==> config.mk <==
export PLATFORM = sky130hd
export DESIGN_NAME = pal_cfg_loader
export DESIGN_NICKNAME = d
export VERILOG_FILES = /design/src/rtl/pal_pkg.sv /design/src/rtl/pal_cfg_crc8.sv /design/src/rtl/pal_cfg_loader.sv
export SDC_FILE = /design/constraint.sdc
export NUM_CORES = 1
export LEC_CHECK = 0
export ABC_AREA = 1
export BUFFER_PORTS_ARGS = -buffer_cell sky130_fd_sc_hd__buf_2
export CAP_MARGIN = 5
export CORE_ASPECT_RATIO = 0.9
export CORE_MARGIN = 2
export CORE_UTILIZATION = 50
export DETAILED_ROUTE_END_ITERATION = 16
export PLACE_DENSITY = 0.73
export SETUP_SLACK_MARGIN = 0.4
export SYNTH_ARGS = -nofsm -noshare
export SYNTH_HDL_FRONTEND = slang
export SYNTH_HIERARCHICAL = 1
export SYNTH_SLANG_ARGS = --single-unit
==> constraint.sdc <==
create_clock -name clk -period 1.5 [get_ports clk]
set_clock_uncertainty 0.2 [all_clocks]
set_input_delay 0.15 -clock clk [delete_from_list [all_inputs] [get_ports clk]]
set_output_delay 0.15 -clock clk [all_outputs]
set_load 0.01 [all_outputs]
==> src/rtl/pal_pkg.sv <==
`default_nettype none
// ============================================================================
// Module   : pal_pkg
// Brief    : Shared PAL configuration-loader types, CRC polynomial and sizing.
// Revision : 1.0
// ============================================================================
package pal_pkg;

   typedef enum logic [2:0] {
      ST_IDLE     = 3'd0,
      ST_FETCH    = 3'd1,
      ST_SHIFT_LO = 3'd2,
      ST_SHIFT_HI = 3'd3,
      ST_APPLY    = 3'd4
   } pal_state_e;

   localparam logic [7:0] c_CRC_POLY = 8'h07;

   // Two literals per input for each product term, plus one OR-plane bit per term/output.
   function automatic int unsigned cfg_bits(input int unsigned n, input int unsigned m,
                                            input int unsigned p);
      return 2 * n * p + p * m;
   endfunction

   function automatic int unsigned num_bytes(input int unsigned n, input int unsigned m,
                                             input int unsigned p);
      return (cfg_bits(n, m, p) + 7) / 8;
   endfunction

endpackage
`default_nettype wire

==> src/rtl/pal_cfg_crc8.sv <==
`default_nettype none
// ============================================================================
// Module   : pal_cfg_crc8
// Brief    : Bit-serial CRC-8 (MSB-first, init 0x00) over the shifted config bits.
// Revision : 1.0
// ============================================================================
module pal_cfg_crc8
   import pal_pkg::*;
(
   input  logic       clk,
   input  logic       rst,
   input  logic       i_clr,
   input  logic       i_en,
   input  logic       i_bit,
   output logic [7:0] o_crc
);

   logic [7:0] r_crc;
   logic       w_fb;

   assign w_fb  = r_crc[7] ^ i_bit;
   assign o_crc = r_crc;

   always_ff @(posedge clk) begin
      if (rst || i_clr) begin
         r_crc <= 8'h00;
      end else if (i_en) begin
         r_crc <= {r_crc[6:0], 1'b0} ^ (w_fb ? c_CRC_POLY : 8'h00);
      end
   end

endmodule
`default_nettype wire

==> src/rtl/pal_cfg_loader.sv <==
`default_nettype none
// ============================================================================
// Module   : pal_cfg_loader
// Brief    : Streams a PAL bitstream from a byte interface into a serial config
//            chain. Define PAL_CFG_CRC_EN to check a trailing CRC-8 byte.
// Revision : 1.0
// ============================================================================
module pal_cfg_loader
   import pal_pkg::*;
#(
   parameter int unsigned N       = 8,
   parameter int unsigned M       = 8,
   parameter int unsigned P       = 11,
   parameter int unsigned CLK_DIV = 1
) (
   input  logic       clk,
   input  logic       rst,
   input  logic       start,
   input  logic [7:0] s_data,
   input  logic       s_valid,
   output logic       s_ready,
   output logic       cfg_clk,
   output logic       cfg_data,
   output logic       cfg_en,
   output logic       busy,
   output logic       done,
   output logic       crc_err
);

   localparam int unsigned c_CFG_BITS = cfg_bits(N, M, P);
   localparam int          c_BIT_W    = $clog2(c_CFG_BITS + 1);
   localparam int          c_DIV_W    = (CLK_DIV > 1) ? $clog2(CLK_DIV) : 1;
   localparam logic [c_BIT_W-1:0] c_LAST_BIT = c_BIT_W'(c_CFG_BITS);
   localparam logic [c_DIV_W-1:0] c_DIV_LAST = c_DIV_W'(CLK_DIV - 1);
`ifdef PAL_CFG_CRC_EN
   localparam bit c_HAS_CRC = 1'b1;
`else
   localparam bit c_HAS_CRC = 1'b0;
`endif

   pal_state_e         r_state, w_state_nxt;
   logic [c_BIT_W-1:0] r_bit_cnt;
   logic [2:0]         r_bit_in_byte;
   logic [7:0]         r_shift;
   logic [c_DIV_W-1:0] r_div;
   logic               r_cfg_en;
   logic               w_accept, w_div_last, w_last_bit, w_shifting, w_load_start;
   logic               w_crc_phase, w_crc_bad;

   assign w_accept     = s_ready && s_valid;
   assign w_div_last   = (r_div == c_DIV_LAST);
   assign w_last_bit   = ((r_bit_cnt + 1'b1) == c_LAST_BIT);
   assign w_shifting   = (r_state == ST_SHIFT_LO) || (r_state == ST_SHIFT_HI);
   assign w_load_start = (r_state == ST_IDLE) && start;
   assign cfg_en       = r_cfg_en;

   always_ff @(posedge clk) begin
      if (rst) r_state <= ST_IDLE;
      else     r_state <= w_state_nxt;
   end

   always_comb begin
      w_state_nxt = r_state;
      case (r_state)
         ST_IDLE:     if (start) w_state_nxt = ST_FETCH;
         ST_FETCH:    if (w_accept) w_state_nxt = w_crc_phase ? ST_APPLY : ST_SHIFT_LO;
         ST_SHIFT_LO: if (w_div_last) w_state_nxt = ST_SHIFT_HI;
         ST_SHIFT_HI: begin
            if (w_div_last) begin
               if (w_last_bit)                w_state_nxt = c_HAS_CRC ? ST_FETCH : ST_APPLY;
               else if (r_bit_in_byte == 3'd7) w_state_nxt = ST_FETCH;
               else                           w_state_nxt = ST_SHIFT_LO;
            end
         end
         ST_APPLY:    w_state_nxt = ST_IDLE;
         default:     w_state_nxt = ST_IDLE;
      endcase
   end

   always_comb begin
      s_ready  = (r_state == ST_FETCH);
      busy     = (r_state != ST_IDLE);
      cfg_clk  = (r_state == ST_SHIFT_HI);
      cfg_data = w_shifting ? r_shift[7] : 1'b0;
      done     = (r_state == ST_APPLY);
   end

   always_ff @(posedge clk) begin
      if (rst) begin
         r_bit_cnt     <= '0;
         r_bit_in_byte <= 3'd0;
         r_shift       <= 8'h00;
         r_div         <= '0;
         r_cfg_en      <= 1'b0;
      end else begin
         r_div <= (w_shifting && !w_div_last) ? r_div + 1'b1 : '0;
         case (r_state)
            ST_IDLE: begin
               if (start) begin
                  r_bit_cnt     <= '0;
                  r_bit_in_byte <= 3'd0;
                  r_cfg_en      <= 1'b0;
               end
            end
            ST_FETCH: begin
               if (w_accept) begin
                  r_shift       <= s_data;
                  r_bit_in_byte <= 3'd0;
               end
            end
            ST_SHIFT_HI: begin
               if (w_div_last) begin
                  r_bit_cnt     <= r_bit_cnt + 1'b1;
                  r_bit_in_byte <= r_bit_in_byte + 3'd1;
                  r_shift       <= {r_shift[6:0], 1'b0};
               end
            end
            ST_APPLY: r_cfg_en <= !w_crc_bad;
            default: ;
         endcase
      end
   end

`ifdef PAL_CFG_CRC_EN
   logic       r_crc_phase, r_crc_err;
   logic [7:0] w_crc;

   // The check byte is fetched after the last data bit; compare it on accept.
   always_ff @(posedge clk) begin
      if (rst || w_load_start) begin
         r_crc_phase <= 1'b0;
         r_crc_err   <= 1'b0;
      end else if ((r_state == ST_SHIFT_HI) && w_div_last && w_last_bit) begin
         r_crc_phase <= 1'b1;
      end else if (w_accept && r_crc_phase) begin
         r_crc_err   <= (s_data != w_crc);
      end
   end

   pal_cfg_crc8 u_crc (
      .clk   (clk),
      .rst   (rst),
      .i_clr (w_load_start),
      .i_en  ((r_state == ST_SHIFT_HI) && w_div_last),
      .i_bit (r_shift[7]),
      .o_crc (w_crc)
   );

   assign w_crc_phase = r_crc_phase;
   assign w_crc_bad   = r_crc_err;
   assign crc_err     = r_crc_err;
`else
   assign w_crc_phase = 1'b0;
   assign w_crc_bad   = 1'b0;
   assign crc_err     = 1'b0;
`endif

endmodule
`default_nettype wire
---- After elaboration in Yosys (flattened, before gate mapping) ----
Index checks and enable logic that the tools add are counted.
word-level totals
  flip-flop bits (word level) ............. 25
  input port bits ......................... 12
  logic and storage cells ................. 55
  output and inout port bits .............. 7
cells by class
  $add $sub $neg .......................... 3
  equality and inequality tests ........... 10
  bitwise operators ....................... 1
  muxes and demuxes ....................... 20
  reductions and logical operators ........ 15
operators with widths
  kind                   count
  $mux W3                8
  $mux W9                2
  $pmux W9 S2            1
  $mux W8                2
  $pmux W8 S2            1
  $pmux W3 S4            1
  $add A9 B1 Y9 const B  1
  $eq A9 B9 Y1 const B   1
  $pmux W3 S3            1
  $reduce_and A4 Y1      2
  $eq A3 B2 Y1 const B   2
  $eq A3 B3 Y1 const B   2
  $ne A2 B2 Y1 const B   3
  $reduce_and A3 Y1      2
  $reduce_bool A2 Y1     3
  $reduce_bool A3 Y1     2
  $add A3 B1 Y3 const B  1
  $eq A3 B1 Y1 const B   1
  $logic_not A3 Y1       1
  $logic_and A1 B1 Y1    2
  $mux W1                2
  $mux W2                1
  $ne A2 B1 Y1 const B   1
  $pmux W1 S2            1
  5 further kinds        5

---- Longest topological paths before layout ----
Gate-level depths: netlist (run 1).
  depth after elaboration ................. 5
  depth in mapped cells ................... 12
  depth with buffers taken out ............ 12

---- Least setup slack after synthesis (run 1) ----
OpenSTA, ideal clock, no wires.
  path kind ............................... reg-to-reg
  start point ............................. register r_bit_cnt[1]
  end point ............................... register r_state[1]
  buffers on the path ..................... 0
  cell stages (with the launch flop) ...... 13
  path slack .............................. -0.123 ns
  setup time .............................. 0.109 ns
  arrival time ............................ 1.314 ns
  clock period less this slack ............ 1.623 ns
  required time ........................... 1.191 ns
  path through ............................ dfxtp_1 -> ha_1 -> nand2_1 -> nor2_1 -> nand2_1 -> nand2_1 -> nand2_1 -> nor2_1 -> nand3_1 -> nand2_1 -> nand3_1 -> nand2_1 -> inv_1
between the ends
  word-level cells in the longest chain between the ends .. 5
ends and longest elaborated chain
  item                    line                   source
  start, declared         pal_cfg_loader.sv:42   logic [c_BIT_W-1:0] r_bit_cnt;
  start signal, assigned  pal_cfg_loader.sv:113  r_bit_cnt <= r_bit_cnt + 1'b1;
  $add A9 B1 Y9           pal_cfg_loader.sv:52   assign w_last_bit = ((r_bit_cnt + 1'b1) == c_LAST_BIT);
  $eq A9 B9 Y1            pal_cfg_loader.sv:52
  $mux W3                 pal_cfg_loader.sv:70   if (w_last_bit) w_state_nxt = c_HAS_CRC ? ST_FETCH : ST_APPLY;
  $mux W3                 pal_cfg_loader.sv:69   if (w_div_last) begin
  $pmux W3 S4             pal_cfg_loader.sv:64   case (r_state)
  end signal, assigned    pal_cfg_loader.sv:59   else r_state <= w_state_nxt;
  end, declared           pal_cfg_loader.sv:41   pal_state_e r_state, w_state_nxt;
Every way passes these cells. The select of a mux whose other input is x is not followed.
A chain may end at the register's enable or synchronous reset.

---- Worst setup path after layout (run 1) ----
  start point ............................. register r_bit_cnt[0]
  end point ............................... register r_state[1]
The elaborated chain is that of the path after synthesis.

==> flow_summary.json, run 1 <==
{
  "status": "finished with violations",
  "violations": "negative setup slack",
  "ir_worst_vdd_v": 0.001387,
  "synth_area_leader_cell": "dfxtp_1",
  "grt_overflow": 0,
  "dp_slack_ns": -0.2228,
  "path_depth": 12,
  "grt_pass1_wl_mm": 6.699,
  "initial_core_util_pct": 53.65,
  "grt_pass1_vias": 1448,
  "post-dp-hpwl_mm": 2.404,
  "area_growth_pct": 68.42,
  "crit_family": "simple AND/OR/NAND/NOR gates",
  "synthSimpleGateAreaFrac_pct": 32.61,
  "num_antenna_cells": 0,
  "cts_tree": "yes",
  "path_cells": "ha_4, nand2_4, nor2_4, nand2_1, nand2_1, nand2_1, nor2_2, nand3_2, nand2_2, nand3_2, nand2_2, inv_1",
  "slew_viol_final": 0,
  "cts_buffers": 3,
  "leakage_nw": 0.9539,
  "synthCells": 200,
  "ys_types": 27,
  "antenna_found_initial": 0,
  "initialDrtViolationCount": 194,
  "dieArea_um2": 3100,
  "fmax_mhz": 542.3,
  "cp-startpoint": "r_bit_cnt[0]",
  "core_area_um2": 2489,
  "hold_viol_final": 0,
  "synthMuxAreaShare_pct": 0,
  "rsz0062_at_grt": "true",
  "gp_congestion": 0.8760,
  "wire_per_inst_um": 20.60,
  "end_kind": "flop",
  "yosys.area.top_type_share_pct": 37.49,
  "synthFlopType": "dfxtp_1",
  "wirelength_met1_mm": 2.122,
  "reg2reg_depth": 12,
  "clkLatencyLatePin_ns": 0.33,
  "worstSetupPathType": "reg2reg",
  "highest_layer": "met4",
  "holdCritPathClass": "in2reg",
  "drtAntennaViolNets": 0,
  "drv_cap": 0,
  "power_density_nw_per_um2": 1288,
  "row_count": 17,
  "drcViolationCount": 0,
  "clkTransAtPathRegs_ns": 0.15,
  "route.met3.wl_um": 497,
  "rr_endpoint": "r_state[1]",
  "final_nets": 276,
  "crit_buf_inv": 1,
  "dpl.cell_count": 259,
  "synth_area_leaders": "dfxtp_1, nand2_1, inv_1, nor2_1, a21oi_1",
  "yosysSeqAreaShare_pct": 37.49,
  "syn_area_per_cell_um2": 6.675,
  "fin_crit_ns": 1.844,
  "synthArstFlopShare_pct": 0,
  "grt_use_total_pct": 29.43,
  "portBuffers": 17,
  "num_vias": 1789,
  "fillCellCount": 108,
  "synthAdderAreaFrac_pct": 3.749,
  "endpoint": "r_state[1]",
  "met2WireLength_mm": 2.892,
  "grt_max_degree": 17,
  "reg2reg_setup_slack_ns": -0.34,
  "yosysMostFrequentCell": "nand2_1",
  "reg2reg_from": "r_bit_cnt[0]",
  "worst_path_largest_cell_delay_ns": 0.40,
  "avgViaCountPerCell": 6.233,
  "synth_compound_area_share_pct": 16.78,
  "synth_commonest_cells": "nand2_1, dfxtp_1, inv_1, nor2_1, a21oi_1",
  "ys_warn_count": 6,
  "die_w_um": 58.47,
  "fin_ws_ns": -0.3440,
  "drive_above_1_share_pct": 49.03,
  "dr.pass1.iters": 5,
  "ios": 19,
  "numClockSinks": 25,
  "crit_path_frequent_cell": "nand2_1",
  "clock_path_buffers": 2,
  "final_cells": 287,
  "critPathLaunchType": "flop",
  "critPathMaxFanout": 4,
  "dieHeight_um": 53.02,
  "cp_slowest_cell": "dfxtp_4",
  "routed_wl_mm": 5.911,
  "finalSetupViolCount": 28,
  "yosys_register_bits": 25,
  "ctsRootBufferMaster": "clkbuf_4",
  "synth-xor-area-share_pct": 0,
  "synth_edf_count": 0,
  "required_ns": 1.54,
  "synth.cell_area_um2": 1335,
  "cp_data_arrival_time_ns": 1.88,
  "min_period_over_period_pct": 122.9,
  "h-tree-depth": 1,
  "synth_top_family_by_area": "simple AND/OR/NAND/NOR gates"
}
## flip-flops by register name (all words and copies together), names as in the netlist
register and flops:
r_shift 8, cfg_en 1, r_state 3, r_bit_cnt 9
r_bit_in_byte 3, r_div 1
## through the flow
| stage | total power, mW | hold slack [ns] | cell area [µm²] | util (%) | TNS (ns) |
|---|---|---|---|---|---|
| finish | 2.896 | 0.02078 | 2248 | 90.35 | -4.416 |
| detailed placement | 1.718 | 0.2275 | 1643 | 66.01 | -1.188 |
| CTS | 2.326 | -0.01234 | 1936 | 77.78 | -0.9194 |
| floorplan | 1.500 | 0.1082 | 1425 | - | -0.03426 |
| global placement | 1.682 | 0.2207 | 1643 | 66.01 | -0.6365 |
| global route | 3.004 | 0.007205 | 2248 | 90.35 | -5.816 |
## report_power, final
group          total (mW)  switching [mW]  internal, mW  leakage (nW)
clock               0.319           0.217         0.102        0.0139
combinational        1.66           0.968         0.697         0.732
sequential          0.912           0.129         0.783         0.208
total                2.90            1.31          1.58         0.954
## how the worst min path moves through the flow
stage                         endpoint  slack [ns]  cells after the start       from
after floorplan             r_shift[2]        0.11                      2  s_data[2]
after global placement      r_shift[6]        0.22                      3  s_data[6]
after detailed placement    r_shift[6]        0.23                      3  s_data[6]
after CTS                 r_bit_cnt[5]       -0.01                      2        rst
after global routing      r_bit_cnt[3]       0.007                      2        rst
final                     r_bit_cnt[6]        0.02                      2        rst
## worst register-to-register path: stages, from the launching register on
cell     delay, ns
dfxtp_4       0.40
ha_4          0.16
nand2_4       0.08
nor2_4        0.14
nand2_1       0.07
nand2_1       0.08
nand2_1       0.09
nor2_2        0.14
nand3_2       0.09
nand2_2       0.07
nand3_2       0.08
nand2_2       0.10
inv_1         0.06
## logic make-up (layout without fill, tap and decap cells)
| group | after synthesis | in the layout |
|---|---|---|
| fa+ha+maj | 4 | 4 |
| flops | 25 | 25 |
| simple gates | 104 | 105 |
| buf+inv | 29 | 86 |
| compound gates | 37 | 37 |
| other cells | 1 | 2 |
## area by class of cell
class	count	area, µm²	share of cell area [%]
Inverter	24	100.1	4.452
Clock inverter	1	7.507	0.3339
Clock buffer	3	22.52	1.002
Sequential cell	25	516.7	22.98
Tap cell	28	35.03	1.558
Timing Repair Buffer	58	518.0	23.04
Multi-Input combinational cell	148	1049	46.63
## repair_timing
| item | CTS | global route |
|---|---|---|
| gates cloned | 1 | 1 |
| pin swaps | 9 | 16 |
| buffers inserted | 6 | 7 |
| hold endpoints to repair | 16 | 0 |
| setup endpoints to repair | 30 | 30 |
| resized for setup | 29 | 51 |
| hold buffers | 9 | 0 |
## layout by cell type, fill, tap and decap left out, types with 2 or more instances in the layout
| master | count |
|---|---|
| a21oi_1 | 10 |
| inv_4 | 2 |
| nor2_2 | 4 |
| nand2_2 | 12 |
| nand3_1 | 7 |
| nand2_1 | 50 |
| a21oi_2 | 4 |
| o21ai_2 | 8 |
| buf_6 | 16 |
| inv_1 | 16 |
| dlygate4sd3_1 | 9 |
| o21ai_0 | 4 |
| buf_2 | 12 |
| nand3_4 | 2 |
| ha_1 | 3 |
| nor2_1 | 11 |
| conb_1 | 2 |
| dfxtp_2 | 4 |
| nand3_2 | 4 |
| buf_4 | 19 |
| dfxtp_1 | 18 |
| dfxtp_4 | 3 |
| nor2_4 | 7 |
| a211oi_2 | 2 |
| inv_2 | 5 |
| clkbuf_4 | 3 |
| a31oi_4 | 7 |
| nand2_4 | 5 |
## per-layer routing
metal,global-route usage (%),vias to the layer above
met3,7.579,50
met5,0,-
li1,-,765
met1,32.09,834
met2,55.62,140
met4,8.527,0
Power figures use the tool's default switching activity.
==> inputs of run 2 (changes only) <==
- CORE_UTILIZATION: 50 -> 55
- PLACE_DENSITY: 0.73 -> 0.76
- clock period: 1.5 -> 2 ns (I/O delays scaled with it)
==> flow_summary.json, run 2 (synthesized netlist as in run 1, its figures left out) <==
{
  "whs_ns": 0.01731,
  "layout_commonest_cell": "nand2_1",
  "cp-startpoint": "r_bit_cnt[6]",
  "reg2reg_depth": 11,
  "worstSetupPathType": "reg2reg",
  "fin_ws_ns": 0.1507,
  "largest_register_ffs": 9,
  "relSlewSlack_pct": 65.80,
  "drcViolationCount": 0,
  "row_count": 16,
  "dr.pass1.iters": 6,
  "antenna_found_initial": 0,
  "end_kind": "flop",
  "rr_endpoint": "r_state[1]",
  "grt_pass1_wl_mm": 5.430,
  "dp_slack_ns": 0.2580,
  "drv_cap": 0,
  "ios": 19,
  "clkTransAtPathRegs_ns": 0.15,
  "ir_worst_vdd_v": 0.001027,
  "h-tree-depth": 1,
  "fmax_mhz": 540.7,
  "slew_viol_final": 0,
  "holdCritPathClass": "in2reg",
  "critPathLaunchType": "flop",
  "initialDrtViolationCount": 164,
  "grt_pass1_vias": 1303,
  "reg2reg_from": "r_bit_cnt[6]",
  "reg_top3": "r_bit_cnt: 9 flops, r_shift: 8 flops",
  "dieHeight_um": 50.74,
  "drtAntennaViolNets": 0,
  "grt_max_degree": 17,
  "num_vias": 1620,
  "rsz0062_at_grt": "true",
  "grt_use_total_pct": 23.94,
  "hold_viol_final": 0,
  "cp_data_arrival_time_ns": 1.92,
  "status": "finished clean",
  "num_antenna_cells": 0,
  "initial_core_util_pct": 59.54,
  "hp-start": "start",
  "min_period_over_period_pct": 92.47,
  "cts_buffers": 3,
  "routed_wl_mm": 4.739,
  "critPathMaxFanout": 5,
  "portBuffers": 17,
  "wire_per_inst_um": 17.36,
  "final_nets": 263,
  "area_growth_pct": 46.67,
  "top_register": "r_bit_cnt",
  "post-dp-hpwl_mm": 2.114,
  "worst_pin_slew_ns": 0.5125,
  "core_area_um2": 2242,
  "avgViaCountPerCell": 5.934,
  "setup_tns_ns": 0,
  "hold_end": "cfg_en",
  "cts_tree": "yes",
  "grt_overflow": 0,
  "required_ns": 2.07,
  "power_density_nw_per_um2": 965.0,
  "gp_congestion": 0.9146,
  "finalSetupViolCount": 0,
  "leakage_nw": 0.8591,
  "reg2reg_setup_slack_ns": 0.15,
  "final_cell_mix": "nand2_1, inv_1, dfxtp_1",
  "finalPower_mw": 1.890,
  "dieArea_um2": 2838,
  "fin_crit_ns": 1.849,
  "hold_depth": 4,
  "clkLatencyLatePin_ns": 0.37,
  "clock_path_buffers": 2,
  "ctsRootBufferMaster": "clkbuf_4",
  "drive_above_1_share_pct": 38.62,
  "numClockSinks": 25,
  "die_w_um": 55.93
}
## run 2: cell count changes in the layout (fill, tap and decap cells not counted), sizes merged
| cell | change |
|---|---|
| clkinv | +1 |
| inv | -1 |
| clkinvlp | +1 |
| buf | -13 |
| dlygate4sd3 | -1 |
## run 2: metal layers
metal,track usage (%),part of all wire (%)
met5,0,0
met4,6.746,5.2
met3,5.412,9.2
met2,42.46,45
met1,29.30,40
## run 2: report_power, final
| part | switching [mW] | internal [mW] | leakage [nW] |
|---|---|---|---|
| sequential | 0.0942 | 0.586 | 0.210 |
| combinational | 0.539 | 0.420 | 0.632 |
| clock | 0.176 | 0.0756 | 0.0177 |
## run 2: how the worst max path moves through the flow
stage,end,cells after the start
floorplan,r_state[1],12
global placement,r_state[1],11
detailed placement,r_state[1],12
CTS,cfg_clk,5
global route,r_state[1],12
finish,r_state[1],11
## run 2: timing repair
item / 4_1_cts / 5_1_grt
setup buffers: 6 / 11
resized for setup: 23 / 48
hold buffers: 8 / 0
pin swaps: 8 / 8
cloned: 0 / 3
hold endpoints to repair: 8 / 0
endpoints found under the setup margin: 25 / 21
## run 2: cell type report
class / count / area [µm²]
Clock buffer: 3 / 22.52
Clock inverter: 1 / 5.005
Fill cell: 115 / 284.0
Inverter: 24 / 101.3
Multi-Input combinational cell: 148 / 892.1
Sequential cell: 25 / 528.0
Tap cell: 27 / 33.78
Timing Repair Buffer: 44 / 370.4
Timing Repair inverter: 1 / 5.005
## run 2: critical path: stages, from the launching register on
cell,delay (ns)
dfxtp_1,0.46
nand2_1,0.09
nor2_1,0.20
nand2_1,0.10
nand2_1,0.11
nand2_1,0.07
nor2_1,0.16
nand3_2,0.12
nand2_1,0.07
nand3_1,0.06
nand2_1,0.07
inv_1,0.03
## run 2: per-stage QoR
stage / util (%) / cell area [µm²] / cells
after floorplan: - / 1346 / 201
after global placement: 64.29 / 1441 / 241
after detailed placement: 64.29 / 1441 / 241
after CTS: 74.72 / 1675 / 259
after global routing: 87.33 / 1958 / 273
final: 87.33 / 1958 / 273
